**src/rtl/swerv_types.sv**
```systemverilog
// Shared types for the EXU ALU arbiter slice.
//   alu_pkt_t      : ALU opcode decode bundle carried with each operation
//   exu_arb_req_t  : one requester's operands {a, b, pc, brimm, ap}
//   EXU_ARB_NREQ   : number of requesters sharing the ALU
package swerv_types;

  localparam int EXU_ARB_NREQ = 2;

  typedef struct packed {
    logic land;
    logic lor;
    logic lxor;
    logic sll;
    logic srl;
    logic sra;
    logic beq;
    logic bne;
    logic blt;
    logic bge;
    logic add;
    logic sub;
    logic slt;
    logic unsign;
    logic jal;
  } alu_pkt_t;

  typedef struct packed {
    logic [31:0] a;
    logic [31:0] b;
    logic [31:1] pc;
    logic [12:1] brimm;
    alu_pkt_t    ap;
  } exu_arb_req_t;

endpackage

```
**src/rtl/exu_alu_arb_cnt.sv**
```systemverilog
// Saturating event counter with synchronous clear.
//   clk, rst : clock, async active-high reset
//   clr      : synchronous clear, wins over en
//   en       : count one event this cycle
//   cnt      : current count, sticks at all-ones
module exu_alu_arb_cnt #(
  parameter int W = 32
) (
  input  logic         clk,
  input  logic         rst,
  input  logic         clr,
  input  logic         en,
  output logic [W-1:0] cnt
);

  always_ff @(posedge clk or posedge rst) begin
    if (rst) begin
      cnt <= '0;
    end else if (clr) begin
      cnt <= '0;
    end else if (en && (cnt != '1)) begin
      cnt <= cnt + W'(1);
    end
  end

endmodule

```
**src/rtl/exu_alu_arb.sv**
```systemverilog
// Two-requester arbiter in front of a single-cycle ALU.
// Requester 0 has fixed priority; requester 1 is force-granted after
// STARVE_MAX consecutive lost cycles. The owner of the in-flight operation
// is tracked so its result strobe (rsp_valid) is steered back one cycle later.
// Optional per-requester branch / taken-branch counters are built when the
// macro EXU_ALU_ARB_BRCNT_EN is defined; otherwise br_cnt/brt_cnt read 0.
//   clk, rst            : clock, async active-high reset
//   freeze, flush       : pipeline hold / kill
//   req_valid/ready/pkt : per-requester handshake and operands
//   alu_valid, alu_pkt  : issue strobe and winner's packet to the ALU
//   alu_is_branch(_t)   : branch info for the in-flight op
//   rsp_valid           : one-hot result owner
//   cnt_clr             : clear all branch counters
//   br_cnt, brt_cnt     : per-requester branch / taken-branch counts
module exu_alu_arb
  import swerv_types::*;
#(
  parameter int STARVE_MAX = 4,
  parameter int CNT_W      = 32
) (
  input  logic                                    clk,
  input  logic                                    rst,
  input  logic                                    freeze,
  input  logic                                    flush,
  input  logic [EXU_ARB_NREQ-1:0]                 req_valid,
  output logic [EXU_ARB_NREQ-1:0]                 req_ready,
  input  exu_arb_req_t [EXU_ARB_NREQ-1:0]         req_pkt,
  output logic                                    alu_valid,
  output exu_arb_req_t                            alu_pkt,
  input  logic                                    alu_is_branch,
  input  logic                                    alu_is_branch_t,
  output logic [EXU_ARB_NREQ-1:0]                 rsp_valid,
  input  logic                                    cnt_clr,
  output logic [EXU_ARB_NREQ-1:0][CNT_W-1:0]      br_cnt,
  output logic [EXU_ARB_NREQ-1:0][CNT_W-1:0]      brt_cnt
);

  localparam int SW = 4;

  logic [SW-1:0]           starve_cnt;
  logic                    inflight_v;
  logic                    inflight_id;
  logic [EXU_ARB_NREQ-1:0] grant;
  logic                    starved;

  assign starved = req_valid[0] && req_valid[1] && (starve_cnt == SW'(STARVE_MAX));

  // rst gates the combinational grant so every output is quiet in reset.
  always_comb begin
    grant = '0;
    if (!rst && !freeze && !flush) begin
      if (starved)           grant = 2'b10;
      else if (req_valid[0]) grant = 2'b01;
      else if (req_valid[1]) grant = 2'b10;
    end
  end

  assign req_ready = grant;
  assign alu_valid = |grant;

  always_comb begin
    alu_pkt = '0;
    if (grant[0])      alu_pkt = req_pkt[0];
    else if (grant[1]) alu_pkt = req_pkt[1];
  end

  always_ff @(posedge clk or posedge rst) begin
    if (rst) begin
      starve_cnt <= '0;
    end else if (flush) begin
      starve_cnt <= '0;
    end else if (!freeze) begin
      if (!req_valid[1] || grant[1])          starve_cnt <= '0;
      else if (starve_cnt < SW'(STARVE_MAX)) starve_cnt <= starve_cnt + SW'(1);
    end
  end

  // grant is already zero under flush, so the load value is simply the grant.
  always_ff @(posedge clk or posedge rst) begin
    if (rst) begin
      inflight_v  <= 1'b0;
      inflight_id <= 1'b0;
    end else if (!freeze) begin
      inflight_v  <= |grant;
      inflight_id <= grant[1];
    end
  end

  always_comb begin
    rsp_valid = '0;
    if (inflight_v && !flush) rsp_valid[inflight_id] = 1'b1;
  end

`ifdef EXU_ALU_ARB_BRCNT_EN
  for (genvar i = 0; i < EXU_ARB_NREQ; i++) begin : g_cnt
    exu_alu_arb_cnt #(.W(CNT_W)) u_br (
      .clk (clk),
      .rst (rst),
      .clr (cnt_clr),
      .en  (rsp_valid[i] & alu_is_branch),
      .cnt (br_cnt[i])
    );
    exu_alu_arb_cnt #(.W(CNT_W)) u_brt (
      .clk (clk),
      .rst (rst),
      .clr (cnt_clr),
      .en  (rsp_valid[i] & alu_is_branch_t),
      .cnt (brt_cnt[i])
    );
  end
`else
  logic unused_brcnt;
  assign unused_brcnt = ^{alu_is_branch, alu_is_branch_t, cnt_clr};
  assign br_cnt  = '0;
  assign brt_cnt = '0;
`endif

endmodule

```
**config.mk**
```make
export PLATFORM = sky130hd
export DESIGN_NAME = exu_alu_arb
export DESIGN_NICKNAME = d
export VERILOG_FILES = /design/src/rtl/swerv_types.sv /design/src/rtl/exu_alu_arb_cnt.sv /design/src/rtl/exu_alu_arb.sv
export SDC_FILE = /design/constraint.sdc
export NUM_CORES = 1
export LEC_CHECK = 0
export ABC_CLOCK_PERIOD_IN_PS = 2400
export CAP_MARGIN = 10
export CORE_AREA = 3 3 195 197
export CTS_CLUSTER_DIAMETER = 50
export CTS_CLUSTER_SIZE = 14
export DETAILED_ROUTE_END_ITERATION = 8
export DIE_AREA = 0 0 198 200
export SLEW_MARGIN = 10
export SYNTH_ARGS = -nofsm -noshare
export SYNTH_HDL_FRONTEND = slang
export SYNTH_SLANG_ARGS = --single-unit
```
**constraint.sdc**
```tcl
create_clock -name clk -period 2.4 [get_ports clk]
set_input_delay 0.48 -clock clk [delete_from_list [all_inputs] [get_ports clk]]
set_output_delay 0.48 -clock clk [all_outputs]
set_load 0.05 [all_outputs]
```
* Yosys cells after proc, flatten, opt, wreduce, memory -nomap -nowiden *
Cells that the tools add are included.

storage, ports and cells
  bits in registers = 6
  input bits = 253
  output and inout port bits = 255
  word-level logic and storage cells = 36

operators by class
  add/sub/neg operators = 1
  magnitude comparators = 3
  equal/unequal tests = 2
  muxes and demuxes = 13
  reductions and logical operators = 14

operators by type and width
  operator               number
  $mux W122              2
  $mux W4                4
  $mux W2                5
  $logic_and A1 B1 Y1    6
  $add A4 B1 Y4 const B  1
  $eq A4 B3 Y1 const B   1
  $logic_not A1 Y1       4
  $lt A4 B3 Y1 const B   1
  $reduce_bool A3 Y1     1
  $lt A1 B2 Y1 const B   1
  $ne A2 B1 Y1 const B   1
  $reduce_and A2 Y1      1
  $reduce_or A2 Y1       1
  $demux W1 S1           1
  $ge A1 B1 Y1 const B   1
  $logic_or A1 B1 Y1     1
  $mux W1                1

* Depth between registers and ports, before layout *
  depth in word-level cells = 8
  mapped depth = 8
  mapped depth without buffers = 6

* Worst setup path after synthesis *
Ideal clock, no wire load.

  path kind = flip-flop to output port
  from = register starve_cnt[0]
  to = output alu_pkt[42] (netlist bit)
  data arrival time = 2005 ps
  required time = 1920 ps
  setup slack = -85 ps
  cell stages (with the launch flop) = 9
  path through = dfrtp_1 inv_1 ha_1 nand3b_1 nand2_1 nand2_1 buf_4 buf_2 o22ai_1

RTL lines
  what                    line               source
  from (decl)             exu_alu_arb.sv:40  logic [SW-1:0] starve_cnt;
  from (signal assigned)  exu_alu_arb.sv:74  else if (starve_cnt < SW'(STARVE_MAX)) starve_cnt <= starve_cnt + SW'(1);
  to (decl)               exu_alu_arb.sv:29  output exu_arb_req_t alu_pkt,

==> flow_metrics.py <==
metrics = {
    "setup_path": {
        "crit_path_frequent_cell": "buf_12",
        "start_kind": "flip-flop",
        "cp.arrival_ps": 2010,
        "max_stage_delay_ps": 390,
        "critPathSlowestCell": "dfrtp_1",
        "path_cells": "inv_2, ha_2, nand3b_1, o21ai_4, buf_12, buf_12, buf_16, buf_8, o22ai_2, buf_12",
        "crit_fanout": 6,
        "worstReg2RegStart": "starve_cnt[0]",
        "crit_type": "flip-flop to primary output",
        "required_ps": 1920,
        "crit_start": "starve_cnt[0]",
        "endpoint_kind": "primary output",
    },
    "synth": {
        "synth-simple-area-share": 0.2955,
        "muxShareOfSynthArea": 0.003337,
        "seq_area_frac_synth": 0.04449,
        "yosys-top-cells-area": "buf_4 (32%), nand2_1 (28%), o22ai_1 (23%), dfrtp_1 (4.4%), buf_6 (3.3%)",
        "synth_compound_area_frac": 0.2488,
        "synth.cell_area_um2": 3374,
        "synth_xor_area_frac": 0,
        "syn_inst": 590,
        "synth_top_family_by_area": "buffers and inverters",
        "syn_area_per_cell_um2": 5.719,
        "ys_types": 28,
        "synth_fa_ha_area_frac": 0.007416,
        "post-synth-top-area-cell": "buf_4",
        "synth-seq-cells": 6,
        "ys_warn_count": 0,
        "synth_top_area_frac": 0.3204,
    },
    "pwr": {
        "peakVddDrop_uv": 175.9,
        "p_leak_nw": 3.809,
        "powerDensity_nw_per_um2": 219.8,
    },
    "placement": {
        "place_ws_ps": -283.2,
        "port_buffers": 376,
        "dpl.cell_count": 1446,
        "place_hpwl_um": 17230,
        "gp_congestion": 0.7479,
    },
    "clocking": {
        "cts_made_buffers": 3,
        "cts_tree": "yes",
        "cts_sinks": 6,
        "htreeDepth": 1,
        "cts.reportedPaths.clkPinSlew_ps": 30,
        "root_buffer": "clkbuf_16",
        "cts_max_path_buffers": 2,
        "clkLatencyLatePin_ps": 230,
    },
    "finish": {
        "fin_util": 0.2814,
        "layout-drive-gt1-share": 0.3297,
        "syn2layout_area_growth_pct": 203.9,
        "mostFrequentLayoutCell": "clkdlybuf4s50_1",
        "final_cell_mix": "clkdlybuf4s50_1 (244), nand2_1 (238), buf_12 (138)",
        "final_cells": 1484,
        "nNetsFinal": 1273,
        "diodes": 0,
    },
    "timing": {
        "min_period_ps": 2486,
        "period_share": 1.036,
        "fmax_mhz": 402.2,
        "final_hold_viol_count": 0,
        "setup_viol": 98,
        "grt_setup_unrepaired": "true",
        "fin_skew_ps": 0.2131,
        "worst_slew_pin_slew_ps": 506.1,
        "slew_headroom": 0.6595,
        "finalMaxSlewViolations": 0,
        "worst_slack_ps": -86.43,
    },
    "floorplanning": {
        "core_area_um2": 36430,
        "die_x_um": 198,
        "initial_utilization": 0.09262,
        "io_pins": 508,
        "die-area_um2": 39600,
        "rows": 70,
        "die_h_um": 200,
    },
    "grt": {
        "grt-ovfl-total": 0,
        "first_global_vias": 5198,
        "grt_start_max_net_pins": 49,
        "grt_use_total": 0.09724,
        "antenna_found_initial": 1,
        "grt_pass1_wl_um": 29820,
    },
    "detailed_routing": {
        "vias_per_cell": 3.637,
        "drc": 0,
        "drt_wl_total_um": 23100,
        "drt_iter0_drc": 67,
        "vias": 5398,
        "ant_nets": 0,
        "drt_first_pass_iters": 4,
        "routedWlPerCell_um": 15.57,
    },
    "min_path": {
        "min_path_type": "input pin to asynchronous set/reset pin",
    },
    "status": {
        "status": "finished, violations left",
        "violations": "negative setup slack",
    },
    "run": {
        "cap_violations": 0,
    },
}
==> cell usage after synthesis <==
cell / n
a21boi_0: 1
a21o_1: 1
a21oi_1: 1
a22o_1: 1
and3_1: 2
buf_2: 15
buf_4: 144
buf_6: 10
buf_8: 1
clkbuf_1: 11
conb_1: 1
dfrtp_1: 6
ha_1: 2
inv_1: 6
mux2_2: 1
nand2_1: 248
nand2b_1: 1
nand3b_1: 1
nor2_1: 4
nor3_1: 1
nor3b_1: 1
nor4_1: 1
o211ai_1: 2
o21ai_0: 3
o21ai_2: 1
o22ai_1: 122
o2bb2ai_1: 1
or3_1: 1
==> power by group <==
group	internal [W]	switching [W]
clock	0.000214	0.0000540
sequential	0.000105	0.00000197
combinational	0.000828	0.00105
==> logic make-up (layout without fill, tap and decap cells) <==
family,count (synthesis),after routing
AOI/OAI and AO/OA,133,133
adders and majority gates,2,2
buffers and inverters,187,486
DFF,6,6
muxes,1,1
other,1,128
and+or+nand+nor,260,260
==> per-stage QoR <==
step,hold slack (ps),area [µm²],TNS [ps],power (W)
after global placement,474.5,8775,-22910,0.001745
after CTS,447.2,9803,-1980,0.002176
after detailed placement,489.2,8775,-22720,0.001753
after floorplan,276.1,3914,-5133,0.001133
final,440.6,10250,-4137,0.002254
after global routing,466.1,10250,-12500,0.002350
==> worst max-delay path, delay by kind of cell (launching register included) <==
family / cells / cell delay (ps)
adder cells (fa/ha/maj): 1 / 180
AO/OA/AOI/OAI: 2 / 310
flip-flops: 1 / 390
AND/OR/NAND/NOR: 1 / 150
buffers and inverters: 6 / 760
==> sequential cells by signal, indices dropped and copies added, names as in the netlist <==
register / flops
inflight_v: 1
starve_cnt: 4
inflight_id: 1
==> metal layers <==
metal	part of all wire	track usage	up-vias	routed length, µm
li1	-	-	2594	-
met1	0.35	0.1019	2464	8121
met2	0.55	0.1982	323	12690
met3	0.086	0.02182	17	1993
met4	0.013	0.01782	0	291
met5	0	0	-	0
==> final timing paths <==
path,endpoint,slack [ps],depth (start not counted)
setup / recovery,alu_pkt[18],-90,10
hold reg to reg,inflight_v,490,1
hold / removal,inflight_v,440,3
min in group clk,inflight_v,490,1
max in group asynchronous,inflight_id,1760,3
setup reg to reg,starve_cnt[0],950,7
==> cell type report <==
class,count,area [µm²]
fill,3829,26180
tap,468,585.6
sequential,6,150.1
multi-input combinational,524,3049
inverter,6,22.52
timing repair buffer,477,6371
clock buffer,3,75.07
==> timing repair <==
item | in CTS | in global routing
pin swaps | 7 | 15
cloned | 8 | 8
setup buffers | 14 | 5
resized for setup | 109 | 46
setup endpoints to repair | 124 | 122
hold buffers | 0 | 0
Note: power is estimated with default switching activity, not from simulation.
==> RTL edit 1, RTL diff (same settings) <==
Set the localparam `SW` to 5 (it was 4).
--- a/src/rtl/exu_alu_arb.sv
+++ b/src/rtl/exu_alu_arb.sv
@@ -35,7 +35,7 @@
   output logic [EXU_ARB_NREQ-1:0][CNT_W-1:0]      brt_cnt
 );
 
-  localparam int SW = 4;
+  localparam int SW = 5;
 
   logic [SW-1:0]           starve_cnt;
   logic                    inflight_v;
Function: same outputs for any inputs over 4 cycles, from zero or initial values and one cycle with rst high; that may be too few to reach the edited logic, so the function may still have changed.
==> RTL edit 1 against the unedited design <==
- critical endpoint is now alu_pkt[84]
- the flow still finishes with violations (setup timing)
- combinational power decreased by 17%
- core utilization down 3.7 points
- wire length down 12%
- critical path depth shrank 1
- first-iteration DRC count fell by 54%
- design area fell by 13%
- area after synthesis down 22%
- setup slack worse by 0.11 ns
- total power is 13% lower
- register-to-register slack worse by 0.46 ns
- sequential cell count is 1 higher
==> RTL edit 1: results <==
set metrics [dict create \
    sequentialPowerShare 0.063 \
    crit_end "alu_pkt[84]" \
    grt_use_total 0.0817 \
    synthTopCellsByCount "buf_4, a22o_1, clkbuf_1" \
    p_leak_nw 3.81 \
    violations "setup timing" \
    clk_share 0.00886 \
    fin_util 0.244 \
    setup_viol 123 \
    finalHoldWorstSlack_ns 0.218 \
    skew_ns 0.00195 \
    grt_pass1_vias 3761 \
    status "complete, but fails checks" \
    yosys.cell_types.count 26 \
    r2r_cells 8 \
    power.density_nw_per_um2 221 \
    ys_ff_latch 7 \
    rrSetupSlack_ns 0.49 \
    synth.top_cell.area_share 0.410 \
    wl_mm 20.3 \
    placed_area_sq_um 8010 \
    pre_cts_slack_ns -0.359 \
    viasPerCell 3.21 \
    inverters 5 \
    synth_adder_area_share 0.00953 \
    grt_max_degree 69 \
    clockBufferCount 4 \
    fin_ws_ns -0.200 \
    num-multi-input-gates 278 \
    path_max_fanout 7 \
    max_stage_delay_ns 0.36 \
    seq_area_frac_synth 0.0667 \
    muxShareOfSynthArea 0.00858 \
    ir_drop_v 0.000169 \
    drive_gt1_frac 0.434 \
    largestRegisters "starve_cnt: 5 flops, inflight_id: 1 flops, inflight_v: 1 flops" \
    hpwl_mm 16.2 \
    n_all_buffers 425 \
    synth_compound_area_frac 0.434 \
    place_inst 1160 \
]
[RTL edit 1: cell types whose count changed after synthesis, sizes merged, moves of 3 or more]
cell	delta
o21ai	-4
nand2	-247
o21a	+3
a22o	+122
o22ai	-121
buf	-24
nor3b	+3
[RTL edit 1: routing by layer]
metal | global-route usage | up-vias | share of wire
met5 | 0 | - | 0
met4 | 0.00367 | 0 | 0.0031
met3 | 0.0215 | 12 | 0.085
met2 | 0.161 | 281 | 0.53
met1 | 0.0928 | 1770 | 0.38
li1 | - | 1751 | -
[RTL edit 1: worst reg2reg max path: cells and delay by family, from the launching register on]
kind | cells | cell delay, ns
fa+ha+maj | 1 | 0.14
simple gates | 1 | 0.22
compound gates | 2 | 0.40
buf+inv | 3 | 0.31
flops | 1 | 0.39
mux | 1 | 0.34
[RTL edit 1: timing repair]
item                       4_1_cts  5_1_grt
setup endpoints to repair      124      125
gates resized for setup         44       44
cloned                           3        5
pin swaps                        8        4
setup buffers                   12        3
==> RTL edit 2, RTL diff (config.mk and constraints unchanged) <==
Made on the original files. Reset style: synchronous (`rst`), changed in 2 clocked blocks. Comments in the files are not updated.
--- a/src/rtl/exu_alu_arb.sv
+++ b/src/rtl/exu_alu_arb.sv
@@ -64,7 +64,7 @@
     else if (grant[1]) alu_pkt = req_pkt[1];
   end
 
-  always_ff @(posedge clk or posedge rst) begin
+  always_ff @(posedge clk) begin
     if (rst) begin
       starve_cnt <= '0;
     end else if (flush) begin
@@ -76,7 +76,7 @@
   end
 
   // grant is already zero under flush, so the load value is simply the grant.
-  always_ff @(posedge clk or posedge rst) begin
+  always_ff @(posedge clk) begin
     if (rst) begin
       inflight_v  <= 1'b0;
       inflight_id <= 1'b0;
Formal check against the unedited RTL: differs if rst is asserted again (counterexample within 4 cycles, from zero or initial values and one cycle with rst high); with rst held inactive, the same outputs for 4 cycles.
==> RTL edit 2 against the unedited design <==
- critical path type unchanged
- count of clock-buffer cells in the layout unchanged
- area after synthesis up 1.8%
- setup slack worse by 0.039 ns
- sequential cell count unchanged
- die area unchanged
- maximum frequency down 1.5%
- sequential power down 4%
- global-route usage up 0.94 points
- the flow still finishes with violations (setup timing)
- total power up 8.7%
- design area up 9.6%
- wire length up 6.6%
==> RTL edit 2: results <==
set metrics [dict create \
    wl_met2_mm 13.2 \
    place_inst 1447 \
    async_flop_share 0 \
    rrSetupSlack_ns 0.78 \
    placed_area_sq_um 8770 \
    r2r_end "inflight_id" \
    met3_usage 0.0222 \
    seq_area_frac_synth 0.0350 \
    grtUsageMet1 0.122 \
    wl_mm 24.6 \
    drive_gt1_frac 0.366 \
    power.density_nw_per_um2 218 \
    r2r_cells 8 \
    path_max_fanout 7 \
    max_stage_delay_ns 0.33 \
    wl_met3_mm 1.98 \
    cp.arrival_ns 2.05 \
    p_leak_nw 3.83 \
    drt_iter0_markers 100 \
    grt_use_met2 0.205 \
    grt_pass1_wl_mm 32.5 \
    synth_cells 594 \
    finalHoldWorstSlack_ns 0.462 \
    grt_pass1_vias 5432 \
    postCtsSetupRepairBufs 17 \
    setup_viol 110 \
    skew_ns 0.000383 \
    fin_ws_ns -0.125 \
    grt_use_total 0.107 \
    slowest_stage "dfxtp_2" \
    crit_end "alu_pkt[116]" \
    cts_resized 221 \
    gp_congestion 0.751 \
    pre_cts_slack_ns -0.371 \
    fin_setup_tns_ns -5.13 \
    synthTopCellsByCount "nand2_1, buf_4, o22ai_1" \
    synth.area.top_cells "buf_4, nand2_1, o22ai_1, o22ai_2, buf_2" \
    dr.max_layer_used "met5" \
    status "complete, but fails checks" \
    met1_length_mm 9.03 \
    hp-class "reg -> reg" \
    viasPerCell 3.67 \
    fillCellCount 3713 \
    violations "setup timing" \
    synth_flop_cell "dfxtp_1" \
]
## RTL edit 2: power breakdown
group | internal [W] | switching (W)
Clock | 0.000213 | 0.0000519
Sequential | 0.000102 | 0.000000947
Combinational | 0.000910 | 0.00117
## RTL edit 2: logic make-up after synthesis
kind of cell               after synthesis  synth area share
and+or+nand+nor                        267             0.302
buffers and inverters                  186             0.374
AOI/OAI and AO/OA                      132             0.281
DFF                                      6            0.0350
adders and majority gates                2           0.00728
other                                    1           0.00109
## RTL edit 2: area by class of cell
cell class                      count  share of cell area
Clock buffer                        3             0.00668
Multi-Input combinational cell    529               0.356
Antenna cell                        1            0.000223
Inverter                            3             0.00100
Sequential cell                     6              0.0109
Tap cell                          468              0.0521
Timing Repair Buffer              481               0.573
## RTL edit 2: critical path: cells and delay by family, from the launching register on
family,cells,cell delay [ns]
simple gates,1,0.22
fa+ha+maj,1,0.15
flops,1,0.33
compound gates,2,0.47
buf+inv,5,0.64
